$ cat src/rtl/issue_select.sv
// Issue-queue select: oldest-first pick of ready entries, bound to free FU ports.
// Grants, deallocate vector and per-port multi-cycle occupancy are registered.
module issue_select #(
    parameter int IQ_SIZE      = 64,
    parameter int ISSUE_PORTS  = 3,
    parameter int MULTI_LAT    = 4,
    parameter int IQ_SIZE_LOG2 = $clog2(IQ_SIZE)
) (
    input  logic                    clk,
    input  logic                    rst,
    input  logic                    stall_in,
    input  logic                    flush,
    input  logic [IQ_SIZE_LOG2-1:0] iq_head,
    input  logic [IQ_SIZE-1:0]      entry_ready,
    input  logic [IQ_SIZE-1:0]      entry_multi,
    input  logic [ISSUE_PORTS-1:0]  fu_ready,
    output logic [ISSUE_PORTS-1:0]  issue_valid,
    output logic [IQ_SIZE_LOG2-1:0] issue_idx [0:ISSUE_PORTS-1],
    output logic [IQ_SIZE-1:0]      issue_clear,
    output logic [ISSUE_PORTS-1:0]  port_busy
);

    localparam int CW = $clog2(MULTI_LAT);
    localparam int KW = $clog2(ISSUE_PORTS + 1);
    localparam logic [KW-1:0] NP = KW'(ISSUE_PORTS);

    logic [CW-1:0]           busy_cnt  [ISSUE_PORTS];
    logic [IQ_SIZE-1:0]      elig;
    logic [ISSUE_PORTS-1:0]  port_ok;
    logic [IQ_SIZE_LOG2-1:0] pick_idx  [ISSUE_PORTS];
    logic [KW-1:0]           n_pick;
    logic [KW-1:0]           k;
    logic [IQ_SIZE_LOG2-1:0] idx_a;
    logic [ISSUE_PORTS-1:0]  grant;
    logic [IQ_SIZE_LOG2-1:0] grant_idx [ISSUE_PORTS];
    logic [IQ_SIZE-1:0]      grant_clr;

    // Entries being deallocated this cycle may still show ready; mask them.
    always_comb begin
        elig = entry_ready & ~issue_clear;
        for (int p = 0; p < ISSUE_PORTS; p++) begin
            port_ok[p]   = fu_ready[p] & (busy_cnt[p] == '0);
            port_busy[p] = (busy_cnt[p] != '0);
        end
    end

    always_comb begin
        n_pick    = '0;
        idx_a     = '0;
        k         = '0;
        grant     = '0;
        grant_clr = '0;
        for (int p = 0; p < ISSUE_PORTS; p++) begin
            pick_idx[p]  = '0;
            grant_idx[p] = '0;
        end
        // Walk ages from the head; wrap comes free from the index width.
        for (int a = 0; a < IQ_SIZE; a++) begin
            idx_a = iq_head + IQ_SIZE_LOG2'(a);
            if (elig[idx_a] && n_pick < NP) begin
                pick_idx[n_pick] = idx_a;
                n_pick = n_pick + KW'(1);
            end
        end
        for (int p = 0; p < ISSUE_PORTS; p++) begin
            if (port_ok[p] && k < n_pick) begin
                grant[p]               = 1'b1;
                grant_idx[p]           = pick_idx[k];
                grant_clr[pick_idx[k]] = 1'b1;
                k = k + KW'(1);
            end
        end
    end

    always_ff @(posedge clk) begin
        if (rst) begin
            issue_valid <= '0;
            issue_clear <= '0;
            for (int p = 0; p < ISSUE_PORTS; p++) begin
                issue_idx[p] <= '0;
                busy_cnt[p]  <= '0;
            end
        end else if (flush) begin
            issue_valid <= '0;
            issue_clear <= '0;
            for (int p = 0; p < ISSUE_PORTS; p++) begin
                busy_cnt[p] <= '0;
            end
        end else begin
            for (int p = 0; p < ISSUE_PORTS; p++) begin
                if (!stall_in && grant[p] && entry_multi[grant_idx[p]]) begin
                    busy_cnt[p] <= CW'(MULTI_LAT - 1);
                end else if (busy_cnt[p] != '0) begin
                    busy_cnt[p] <= busy_cnt[p] - CW'(1);
                end
                if (!stall_in && grant[p]) begin
                    issue_idx[p] <= grant_idx[p];
                end
            end
            issue_valid <= stall_in ? '0 : grant;
            issue_clear <= stall_in ? '0 : grant_clr;
        end
    end

endmodule

$ cat config.mk
export PLATFORM = sky130hd
export DESIGN_NAME = issue_select
export DESIGN_NICKNAME = d
export VERILOG_FILES = /design/src/rtl/issue_select.sv
export SDC_FILE = /design/constraint.sdc
export NUM_CORES = 2
export LEC_CHECK = 0
export ABC_AREA = 1
export ABC_CLOCK_PERIOD_IN_PS = 129600
export CELL_PAD_IN_SITES_DETAIL_PLACEMENT = 1
export CELL_PAD_IN_SITES_GLOBAL_PLACEMENT = 1
export CORE_ASPECT_RATIO = 0.8
export CORE_UTILIZATION = 46
export DETAILED_ROUTE_END_ITERATION = 10
export PLACE_DENSITY_LB_ADDON = 0.1
export SYNTH_ARGS = -nofsm -noshare
export SYNTH_HDL_FRONTEND = slang
export SYNTH_SLANG_ARGS = --single-unit
$ cat constraint.sdc
create_clock -name clk -period 129.6 [get_ports clk]
set_clock_uncertainty 0.15 [all_clocks]
set_input_delay 38.88 -clock clk [delete_from_list [all_inputs] [get_ports clk]]
set_output_delay 38.88 -clock clk [all_outputs]
set_load 0.005 [all_outputs]
==> out/qor.yml <==
final_layout:
  drive_gt1_share_pct: 10.1
  layout.area.seq_um2: 1880
  multi_input_comb_area_um2: 23600
  layout.nets: 5500
  area_delta_synth_final_pct: 9.16
  fillCellCount: 9015
critical_path:
  worstPathArrival_ps: 88110
  crit_type: "input port to register"
  setup.worst_path.start_class: "input port"
  timing.critical_path.slowest_stage_cell: "sky130_fd_sc_hd__a21oi_4"
  cp_data_required_time_ps: 129570
  critical_path.endpoint_type: "register"
  critical_path.max_fanout: 45
  critPathMostFrequentCell: "sky130_fd_sc_hd__ha_1"
  category_of_cells_accounting_for_the_largest_share_of_critical_path_delay: "simple AND/OR/NAND/NOR gates"
  worst_path_largest_cell_delay_ps: 590
  worstPathBufferInverterCount: 15
logic_synthesis:
  synth-edff-count: 6
  synth_flop_cell: "sky130_fd_sc_hd__dfxtp_1"
  synth_nets: 5469
  yosys.cell_types.count: 69
  synth_cells: 5181
  post_synth_most_frequent_cells: "1411 x sky130_fd_sc_hd__nand2_1, 557 x sky130_fd_sc_hd__o21ai_0, 517 x sky130_fd_sc_hd__o211ai_1, 500 x sky130_fd_sc_hd__inv_1, 493 x sky130_fd_sc_hd__nand3_1"
  post_synth_main_area_contributors: "sky130_fd_sc_hd__nand2_1 18%, sky130_fd_sc_hd__o211ai_1 13%, sky130_fd_sc_hd__o21ai_0 9.6%"
  synthArstFlopShare_pct: 0
  post_synth.cell_area_avg_um2: 5.60
  synth.ff_latch_count: 91
  synth_top_cell_area_share_pct: 18.2
  yosysTopAreaCell: "sky130_fd_sc_hd__nand2_1"
  syn-cell-area_um2: 29000
  cell_with_the_most_instances_after_synthesis: "sky130_fd_sc_hd__nand2_1"
  synth_seq_area_share_pct: 6.48
  ys.warnings.count: 0
floorplanning:
  row_count: 81
  floorplan.io_pins: 229
  initial_utilization_pct: 47.0
  die_area_um2: 64100
  core_area_um2: 61700
  die-width_um: 283
  die_height_um: 227
cts:
  cts.repair_timing.setup_buffer_count: 0
  cts-resized-gates: 0
  ctsLongestPathBuffers: 2
  clk_latency_ps: 370
  cts_inserted_buffers: 9
  tritoncts_clock_tree: "built"
  ctsHtreeMaxLevel: 3
  clock_transition_at_the_register_clock_pins_on_the_worst_setup_and_hold_paths_after_cts_ps: 80
  post_cts_hold_buffer_count: 0
  clock-root-buffer: "sky130_fd_sc_hd__clkbuf_16"
  cts.sinks: 91
job:
  max_cap_viol_count: 0
drt:
  first_iter_violations: 5271
  route.detailed.wl_per_inst_um: 25.6
  wl_um: 155000
  routed-via-count: 39600
  detail_route.drc_violations: 0
  vias_per_cell: 6.55
  drt_pass1_iterations: 8
  drt.antenna.violating_nets: 0
sta:
  min_period_ps: 88140
  fin_tns_setup_ps: 0
  fmaxAchievable_ghz: 0.0113
  final-setup-viol-count: 0
  max_slew_margin_pct: 5.81
  timing.final.hold_violations: 0
  finalMaxSlewViolations: 0
  finalCritPeriodShare_pct: 68.0
  grt_setup_unrepaired: "no"
  tightest_pin_transition_ps: 1400
global_routing:
  grt_pass1_vias: 36900
  antenna_found_initial: 9
  grt-ovfl-total: 0
  grt_util_all_layers_pct: 46.7
  grt_start_max_net_pins: 68
  grt_first_pass_wirelength_um: 227000
worst_hold_path:
  hold_class: "register to register"
status:
  outcome: "finished clean"
placement:
  dp_hpwl_um: 122000
  buffer_ports.inserted: 228
  gp_congestion: 1.06
[worst reg2reg max path, delay by kind of cell, from the launching register on]
kind	cells	cell delay, ps
compound gates	7	2370
fa+ha+maj	62	15330
buf+inv	11	1510
flops	1	400
simple gates	142	28780
[cells in the final DEF (no fill, tap or decap), types with 18 or more instances in the layout]
| cell | n |
|---|---|
| sky130_fd_sc_hd__a21oi_1 | 175 |
| sky130_fd_sc_hd__nor2_1 | 265 |
| sky130_fd_sc_hd__nand2_2 | 166 |
| sky130_fd_sc_hd__dfxtp_1 | 85 |
| sky130_fd_sc_hd__buf_4 | 60 |
| sky130_fd_sc_hd__a22oi_1 | 51 |
| sky130_fd_sc_hd__o21ai_1 | 60 |
| sky130_fd_sc_hd__a31oi_1 | 23 |
| sky130_fd_sc_hd__nand2_1 | 1410 |
| sky130_fd_sc_hd__nand3_1 | 493 |
| sky130_fd_sc_hd__o211ai_1 | 517 |
| sky130_fd_sc_hd__inv_2 | 33 |
| sky130_fd_sc_hd__or2_2 | 58 |
| sky130_fd_sc_hd__mux2i_1 | 26 |
| sky130_fd_sc_hd__nand3_2 | 93 |
| sky130_fd_sc_hd__clkinv_1 | 22 |
| sky130_fd_sc_hd__xor2_1 | 31 |
| sky130_fd_sc_hd__clkdlybuf4s50_1 | 225 |
| sky130_fd_sc_hd__ha_1 | 145 |
| sky130_fd_sc_hd__inv_1 | 498 |
| sky130_fd_sc_hd__nor3_1 | 18 |
| sky130_fd_sc_hd__o21ai_0 | 555 |
| sky130_fd_sc_hd__o21a_1 | 25 |
[area by class of cell]
cell class / count / area share, %
Antenna cell: 2 / 0.0158
Tap cell: 830 / 3.28
Sequential cell: 91 / 5.94
Timing Repair Buffer: 286 / 8.55
Multi-Input combinational cell: 4259 / 74.4
Clock inverter: 7 / 0.237
Clock buffer: 9 / 0.711
Inverter: 565 / 6.86
[cells by family after synthesis]
kind of cell | count (synthesis) | share of synthesized area (%)
adder cells (fa/ha/maj) | 147 | 6.34
flip-flops | 91 | 6.48
AND/OR/NAND/NOR | 2568 | 40.8
AO/OA/AOI/OAI | 1478 | 31.8
multiplexers | 26 | 0.897
XOR/XNOR | 40 | 1.28
buffers and inverters | 831 | 12.4
[metrics by stage]
step                util (%)  area (µm²)  hold slack (ps)  worst slack (ps)  std cells
global route            51.3       31700              362             39110       6048
detailed placement      50.8       31400              302             41540       6031
global placement        50.8       31400              294             43210       6031
finish                  51.3       31700              310             41460       6049
floorplan                  -       29000              290             45350       5181
CTS                     51.3       31700              313             41890       6047
[worst paths after layout]
| path | from | endpoint | slack (ps) | depth (start not counted) |
|---|---|---|---|---|
| worst max-delay path | iq_head[1] | busy_cnt[2][0]$_DFFE_PP_ | 41460 | 225 |
| worst min-delay path | issue_idx[17]$_SDFFE_PP0P_ | issue_idx[17]$_SDFFE_PP0P_ | 310 | 2 |
| worst max register to register | issue_clear[61]$_SDFF_PP0_ | busy_cnt[2][0]$_DFFE_PP_ | 80800 | 222 |
| worst min register to register | issue_idx[17]$_SDFFE_PP0P_ | issue_idx[17]$_SDFFE_PP0P_ | 310 | 2 |
[metal layers]
layer	part of all wire [%]	up-vias	global-route usage [%]
met4	5.2	14	19.8
met1	41	18800	62.8
met3	15	511	16.9
met2	39	2529	66.2
met5	0.062	-	0
li1	-	17800	-
[state kept, by name (all words and copies together), names as in the netlist]
signal / cells
busy_cnt: 6
issue_clear: 64
issue_idx: 18
issue_valid: 3
Power is not shown: default switching activity piles up to over one toggle a cycle in this logic, so the estimate is an artifact.
